**src/rtl/vdp_cmd_pkg.sv**
```systemverilog
// Shared definitions for the VDP posted-write command buffer: entry layout and
// upstream FSM encoding.
package vdp_cmd_pkg;

    localparam int ENTRY_W   = 10;
    localparam int DATA_LSB  = 0;
    localparam int DATA_W    = 8;
    localparam int ADDR_LSB  = 8;
    localparam int ADDR_W    = 2;

    typedef enum logic [2:0] {
        ST_IDLE     = 3'd0,
        ST_RD_DRAIN = 3'd1,
        ST_RD_ISSUE = 3'd2,
        ST_RD_WAIT  = 3'd3,
        ST_RELEASE  = 3'd4
    } state_e;

    function automatic logic [ENTRY_W-1:0] pack_entry(input logic [ADDR_W-1:0] addr,
                                                      input logic [DATA_W-1:0] data);
        return {addr, data};
    endfunction

endpackage

```
**src/rtl/ip_vdp_cmd_fifo_ram.sv**
```systemverilog
// Command storage: 2^DEPTH_LOG2 x ENTRY_W, synchronous write, combinational head read.
// Contents are not reset; validity is tracked by the parent's pointers and level.
module ip_vdp_cmd_fifo_ram
    import vdp_cmd_pkg::*;
#(
    parameter int DEPTH_LOG2 = 3
) (
    input  logic                  clk,
    input  logic                  we_i,
    input  logic [DEPTH_LOG2-1:0] waddr_i,
    input  logic [ENTRY_W-1:0]    wdata_i,
    input  logic [DEPTH_LOG2-1:0] raddr_i,
    output logic [ENTRY_W-1:0]    rdata_o
);

    logic [ENTRY_W-1:0] mem_q [1<<DEPTH_LOG2];

    always_ff @(posedge clk) begin
        if (we_i) begin
            mem_q[waddr_i] <= wdata_i;
        end
    end

    assign rdata_o = mem_q[raddr_i];

endmodule

```
**src/rtl/ip_vdp_cmd_fifo.sv**
```systemverilog
// Posted-write buffer between MSX bus and VDP; writes acked next cycle, reads drain FIFO first.
// Latency: write ack N+1, VDP request from N+2; read data returned the cycle after vdp_ack.
// Backpressure: writes stall without ack while full. IP_VDP_CMD_FIFO_STATUS_EN adds level/stall outputs.
module ip_vdp_cmd_fifo
    import vdp_cmd_pkg::*;
#(
    parameter int DEPTH_LOG2 = 3
) (
    input  logic                clk,
    input  logic                reset,
    input  logic                bus_req,
    input  logic                bus_wrt,
    input  logic [1:0]          bus_address,
    input  logic [7:0]          bus_wdata,
    output logic                bus_ack,
    output logic [7:0]          bus_rdata,
    output logic                bus_rdata_en,
    output logic                vdp_req,
    output logic                vdp_wrt,
    output logic [1:0]          vdp_address,
    output logic [7:0]          vdp_wdata,
    input  logic                vdp_ack,
`ifdef IP_VDP_CMD_FIFO_STATUS_EN
    output logic [DEPTH_LOG2:0] fifo_level,
    output logic [15:0]         stall_count,
`endif
    input  logic [7:0]          vdp_rdata
);

    localparam logic [DEPTH_LOG2:0] FULL_LVL = {1'b1, {DEPTH_LOG2{1'b0}}};

    state_e                state_q, state_d;
    logic [DEPTH_LOG2-1:0] wptr_q, rptr_q;
    logic [DEPTH_LOG2:0]   level_q;
    logic                  bus_ack_q, bus_ack_d;
    logic                  rdata_en_q, rdata_en_d;
    logic [7:0]            bus_rdata_q, bus_rdata_d;
    logic                  vdp_req_q, vdp_req_d;
    logic                  vdp_wrt_q, vdp_wrt_d;
    logic [1:0]            vdp_addr_q, vdp_addr_d;
    logic [7:0]            vdp_wdata_q, vdp_wdata_d;
    logic [ENTRY_W-1:0]    head;
    logic                  full, empty, rd_active, push, pop;

    assign full      = (level_q == FULL_LVL);
    assign empty     = (level_q == '0);
    assign rd_active = (state_q == ST_RD_ISSUE) || (state_q == ST_RD_WAIT);
    assign pop       = !rd_active && vdp_req_q && vdp_wrt_q && vdp_ack;
    // A full FIFO still accepts a write in the cycle its head retires.
    assign push      = (state_q == ST_IDLE) && bus_req && bus_wrt && (!full || pop);

    ip_vdp_cmd_fifo_ram #(.DEPTH_LOG2(DEPTH_LOG2)) u_ram (
        .clk     (clk),
        .we_i    (push),
        .waddr_i (wptr_q),
        .wdata_i (pack_entry(bus_address, bus_wdata)),
        .raddr_i (rptr_q),
        .rdata_o (head)
    );

    always_comb begin
        state_d     = state_q;
        bus_ack_d   = 1'b0;
        rdata_en_d  = 1'b0;
        bus_rdata_d = bus_rdata_q;
        vdp_req_d   = vdp_req_q;
        vdp_wrt_d   = vdp_wrt_q;
        vdp_addr_d  = vdp_addr_q;
        vdp_wdata_d = vdp_wdata_q;

        unique case (state_q)
            ST_IDLE: begin
                if (bus_req && !bus_wrt) begin
                    state_d = ST_RD_DRAIN;
                end else if (push) begin
                    bus_ack_d = 1'b1;
                    state_d   = ST_RELEASE;
                end
            end
            ST_RD_DRAIN: begin
                if (empty && !vdp_req_q) begin
                    vdp_req_d  = 1'b1;
                    vdp_wrt_d  = 1'b0;
                    vdp_addr_d = bus_address;
                    state_d    = ST_RD_ISSUE;
                end
            end
            ST_RD_ISSUE, ST_RD_WAIT: begin
                if (vdp_ack) begin
                    bus_rdata_d = vdp_rdata;
                    bus_ack_d   = 1'b1;
                    rdata_en_d  = 1'b1;
                    vdp_req_d   = 1'b0;
                    state_d     = ST_RELEASE;
                end else begin
                    state_d = ST_RD_WAIT;
                end
            end
            ST_RELEASE: begin
                if (!bus_req) begin
                    state_d = ST_IDLE;
                end
            end
            default: state_d = ST_IDLE;
        endcase

        // Pop engine; never competes with the read issue, which requires an empty FIFO.
        if (!rd_active) begin
            if (pop) begin
                vdp_req_d = 1'b0;
            end else if (!vdp_req_q && !empty) begin
                vdp_req_d   = 1'b1;
                vdp_wrt_d   = 1'b1;
                vdp_addr_d  = head[ADDR_LSB +: ADDR_W];
                vdp_wdata_d = head[DATA_LSB +: DATA_W];
            end
        end
    end

    always_ff @(posedge clk or posedge reset) begin
        if (reset) begin
            state_q     <= ST_IDLE;
            wptr_q      <= '0;
            rptr_q      <= '0;
            level_q     <= '0;
            bus_ack_q   <= 1'b0;
            rdata_en_q  <= 1'b0;
            bus_rdata_q <= '0;
            vdp_req_q   <= 1'b0;
            vdp_wrt_q   <= 1'b0;
            vdp_addr_q  <= '0;
            vdp_wdata_q <= '0;
        end else begin
            state_q     <= state_d;
            bus_ack_q   <= bus_ack_d;
            rdata_en_q  <= rdata_en_d;
            bus_rdata_q <= bus_rdata_d;
            vdp_req_q   <= vdp_req_d;
            vdp_wrt_q   <= vdp_wrt_d;
            vdp_addr_q  <= vdp_addr_d;
            vdp_wdata_q <= vdp_wdata_d;
            if (push) wptr_q <= wptr_q + 1'b1;
            if (pop)  rptr_q <= rptr_q + 1'b1;
            if (push && !pop)      level_q <= level_q + 1'b1;
            else if (pop && !push) level_q <= level_q - 1'b1;
        end
    end

    assign bus_ack      = bus_ack_q;
    assign bus_rdata    = bus_rdata_q;
    assign bus_rdata_en = rdata_en_q;
    assign vdp_req      = vdp_req_q;
    assign vdp_wrt      = vdp_wrt_q;
    assign vdp_address  = vdp_addr_q;
    assign vdp_wdata    = vdp_wdata_q;

`ifdef IP_VDP_CMD_FIFO_STATUS_EN
    logic        stall;
    logic [15:0] stall_q;

    assign stall = (state_q == ST_IDLE) && bus_req && bus_wrt && full && !pop;

    always_ff @(posedge clk or posedge reset) begin
        if (reset) begin
            stall_q <= '0;
        end else if (stall && (stall_q != 16'hFFFF)) begin
            stall_q <= stall_q + 16'd1;
        end
    end

    assign fifo_level  = level_q;
    assign stall_count = stall_q;
`endif

endmodule

```
**config.mk**
```make
export PLATFORM = sky130hd
export DESIGN_NAME = ip_vdp_cmd_fifo
export DESIGN_NICKNAME = d
export VERILOG_FILES = /design/src/rtl/vdp_cmd_pkg.sv /design/src/rtl/ip_vdp_cmd_fifo_ram.sv /design/src/rtl/ip_vdp_cmd_fifo.sv
export SDC_FILE = /design/constraint.sdc
export NUM_CORES = 1
export LEC_CHECK = 0
export CAP_MARGIN = 20
export CORE_ASPECT_RATIO = 0.8
export CORE_UTILIZATION = 50
export CTS_CLUSTER_DIAMETER = 30
export DETAILED_ROUTE_END_ITERATION = 10
export GPL_ROUTABILITY_DRIVEN = 0
export GPL_TIMING_DRIVEN = 0
export PLACE_DENSITY = 0.71
export SLEW_MARGIN = 30
export SYNTH_ARGS = -nofsm -noshare
export SYNTH_HDL_FRONTEND = slang
export SYNTH_SLANG_ARGS = --single-unit
```
**constraint.sdc**
```tcl
create_clock -name clk -period 3.85 [get_ports clk]
set_clock_uncertainty 0.15 [all_clocks]
set_input_delay 0.5775 -clock clk [delete_from_list [all_inputs] [get_ports clk]]
set_output_delay 0.5775 -clock clk [all_outputs]
set_load 0.02 [all_outputs]
```
==> results by group <==
Clock network
  – Post-CTS sizing: 0
  – Total CTS buffers: 17
  – Clk sinks: 115
  – Clock latency at the later pin of the worst-skew pair: 0.41 ns
  – CTS Hold Bufs: 0
  – Clock-pin transition on the worst setup and hold timing paths: 0.05 ns
  – Setup Buffers After CTS: 0
  – Root buffer cell: clkbuf_16
  – H-tree Lvls: 4
  – CTS tree: done
  – Clk buf depth: 2

Logic synthesis
  – Syn_nets: 310
  – Sequential share of the synthesized area: 70.0%
  – Most frequent cells after synthesis: edfxtp_1, dfrtp_1, nand2_1
  – Leading area contributor after synthesis: edfxtp_1
  – Synth Cell Area: 4680 um^2
  – Post-synth ARST share: 30.4%
  – Count leader, synth: edfxtp_1
  – Synthesis-stage register bit count: 115
  – Yosys top cell area share: 51.3%
  – Synthesized instance count: 281
  – Syn avg cell area: 16.7 um^2
  – Unique masters post-synth: 42
  – Ys flop type: edfxtp_1
  – Ys Warns: 0
  – EDFF count, synth: 80
  – Synth area leaders: edfxtp_1, dfrtp_1, mux4_2, nand2_1, mux2i_1

Route
  – Wire per inst: 19.3 um
  – First-pass detailed-route iteration total: 5
  – Via count: 2698
  – Drt via density: 5.55
  – Drt initial violations: 177
  – ANT nets after route: 0
  – Routed WL: 9360 um
  – Residual DRC: 0

Finish
  – Number of antenna diodes: 0
  – Fillers: 654
  – Nets@finish: 388
  – Layout area overhead: 26.2%
  – Share of cells above drive strength 1: 23.5%

Setup path
  – R2r setup slk: 0.63 ns
  – Crit Path Max Fanout: 6
  – Setup CP Type: input pin to register
  – Crit Reg-Reg Endpoint: level_q[3]
  – FF-to-FF Start: state_q[1]
  – R2R depth: 12
  – Crit start category: input pin
  – WP data arrival: 3.45 ns
  – Critical Path RT: 3.99 ns
  – Critical path origin: vdp_ack
  – CP Capture Type: register

Timing
  – Setup tns final: 0 ns
  – Rel. slew slack: 40.4%
  – # setup viols final: 0
  – Period utilisation layout: 85.9%
  – Fin crit period: 3.31 ns
  – Final Hold Viols: 0
  – RSZ-0062 raised after global routing: false
  – Fmax: 302 MHz
  – Final max-slew violation count: 0
  – Worst-Margin Slew: 0.894 ns

Floorplanning
  – Die area: 9750 um^2
  – Die width: 110 um
  – Starting Density: 51.6%
  – IO Pins: 45
  – # rows: 31
  – Core Area: 9080 um^2
  – Die height: 88.5 um

Pwr
  – Max IR drop VDD: 0.483 mV
  – Leakage: 0.00219 uW
  – Power Total: 4560 uW
  – Pwr dens: 772 nW/um^2

Global route
  – Global-route wire length before repair: 14400 um
  – Total track usage: 21.5%
  – Overflow after GRT: 0
  – Initial antenna violation count: 0
  – Vias in the first global route: 2665
  – Largest net degree at the start of global routing: 28

Placement
  – IO Port Bufs: 44
  – Post-DP HPWL: 6030 um

Min path
  – Hold crit path type: input pin to asynchronous set/reset pin

Outcome
  – Status: complete, no violations

Flow run
  – Max-capacitance violation count: 0
worst max-delay path: stages:
cell             delay (ns)
clkdlybuf4s50_1        0.60
nand4b_4               0.20
a31o_2                 0.29
inv_1                  0.11
ha_1                   0.21
inv_1                  0.12
ha_1                   0.29
a21o_2                 0.23
a2111oi_0              0.42
a31oi_1                0.09
a221o_1                0.33
cell families (layout without fill, tap and decap cells):
group                    after synthesis  count (layout)  share of synthesized area [%]
multiplexers                          35              35                           13.0
AND/OR/NAND/NOR                       70              70                           8.18
buffers and inverters                 21             111                           2.11
adder cells (fa/ha/maj)                6               6                           1.76
AO/OA/AOI/OAI                         28              28                           3.82
flip-flops                           115             115                           70.0
XOR/XNOR                               6               6                           1.12
registers in the layout, summed over array words and instances (netlist names):
signal / flops
bus_ack: 1
bus_rdata: 8
bus_rdata_en: 1
level_q: 4
rptr_q: 3
state_q: 3
u_ram.mem_q: 80
vdp_address: 2
vdp_req: 1
vdp_wdata: 8
vdp_wrt: 1
wptr_q: 3
cell usage in the layout, fill, tap and decap left out, types with 2 or more instances in the layout:
cell	netlist	final
mux2i_1	10	10
nor4b_2	0	4
nand4b_1	2	2
inv_1	8	7
buf_6	2	3
nor3_2	0	2
mux2_2	5	5
clkdlybuf4s50_1	0	44
nor4_1	4	2
nor2_1	14	14
dfrtp_1	35	35
buf_2	4	16
clkinv_2	0	7
xor2_1	2	2
clkbuf_1	6	11
ha_1	5	5
nand2b_1	3	3
xnor2_1	4	4
mux4_2	20	20
clkbuf_16	0	17
a21oi_1	13	13
o21ai_0	2	2
nor4_2	0	2
nand2_1	30	30
nor3_1	6	4
edfxtp_1	80	80
metrics by stage:
stage	setup WS (ns)	hold WS (ns)	utilization (%)	std cells	area [um^2]
finish	0.541	0.277	65.1	486	5910
floorplan	0.891	0.375	-	281	4680
detailed placement	0.165	0.318	59.6	455	5410
CTS	0.569	0.271	65.1	486	5910
global placement	-0.686	0.307	58.0	440	5270
global route	0.400	0.322	65.1	486	5910
worst max path at each step:
stage	to	slack [ns]
5_1_grt	level_q[3]	0.40
3_3_place_gp	u_ram.mem_q[5][1]	-0.69
2_1_floorplan	u_ram.mem_q[4][0]	0.89
3_5_place_dp	level_q[3]	0.17
6_report	level_q[3]	0.54
4_1_cts	level_q[3]	0.57
routing by layer:
layer  vias to the layer above  global-route usage, %  share of wire (%)
li1                       1236                      -                  -
met5                         -                      0                  0
met3                        15                   5.52                5.9
met4                         0                   8.97                1.5
met2                        77                   34.3                 49
met1                      1370                   28.6                 43
area by class of cell:
cell class | count | area [um^2] | area share, %
Buffer | 13 | 68.8 | 1.16
Clock buffer | 23 | 458 | 7.75
Clock inverter | 8 | 38.8 | 0.657
Inverter | 8 | 30.0 | 0.508
Multi-Input combinational cell | 145 | 1350 | 22.9
Sequential cell | 115 | 3280 | 55.5
Tap cell | 115 | 144 | 2.44
Timing Repair Buffer | 59 | 539 | 9.13
power by group:
part / total, uW / internal, uW / switching, uW
Sequential: 1730 / 1550 / 184
Clock: 1310 / 820 / 493
Combinational: 1510 / 724 / 791
(Power assumes the default switching activity.)
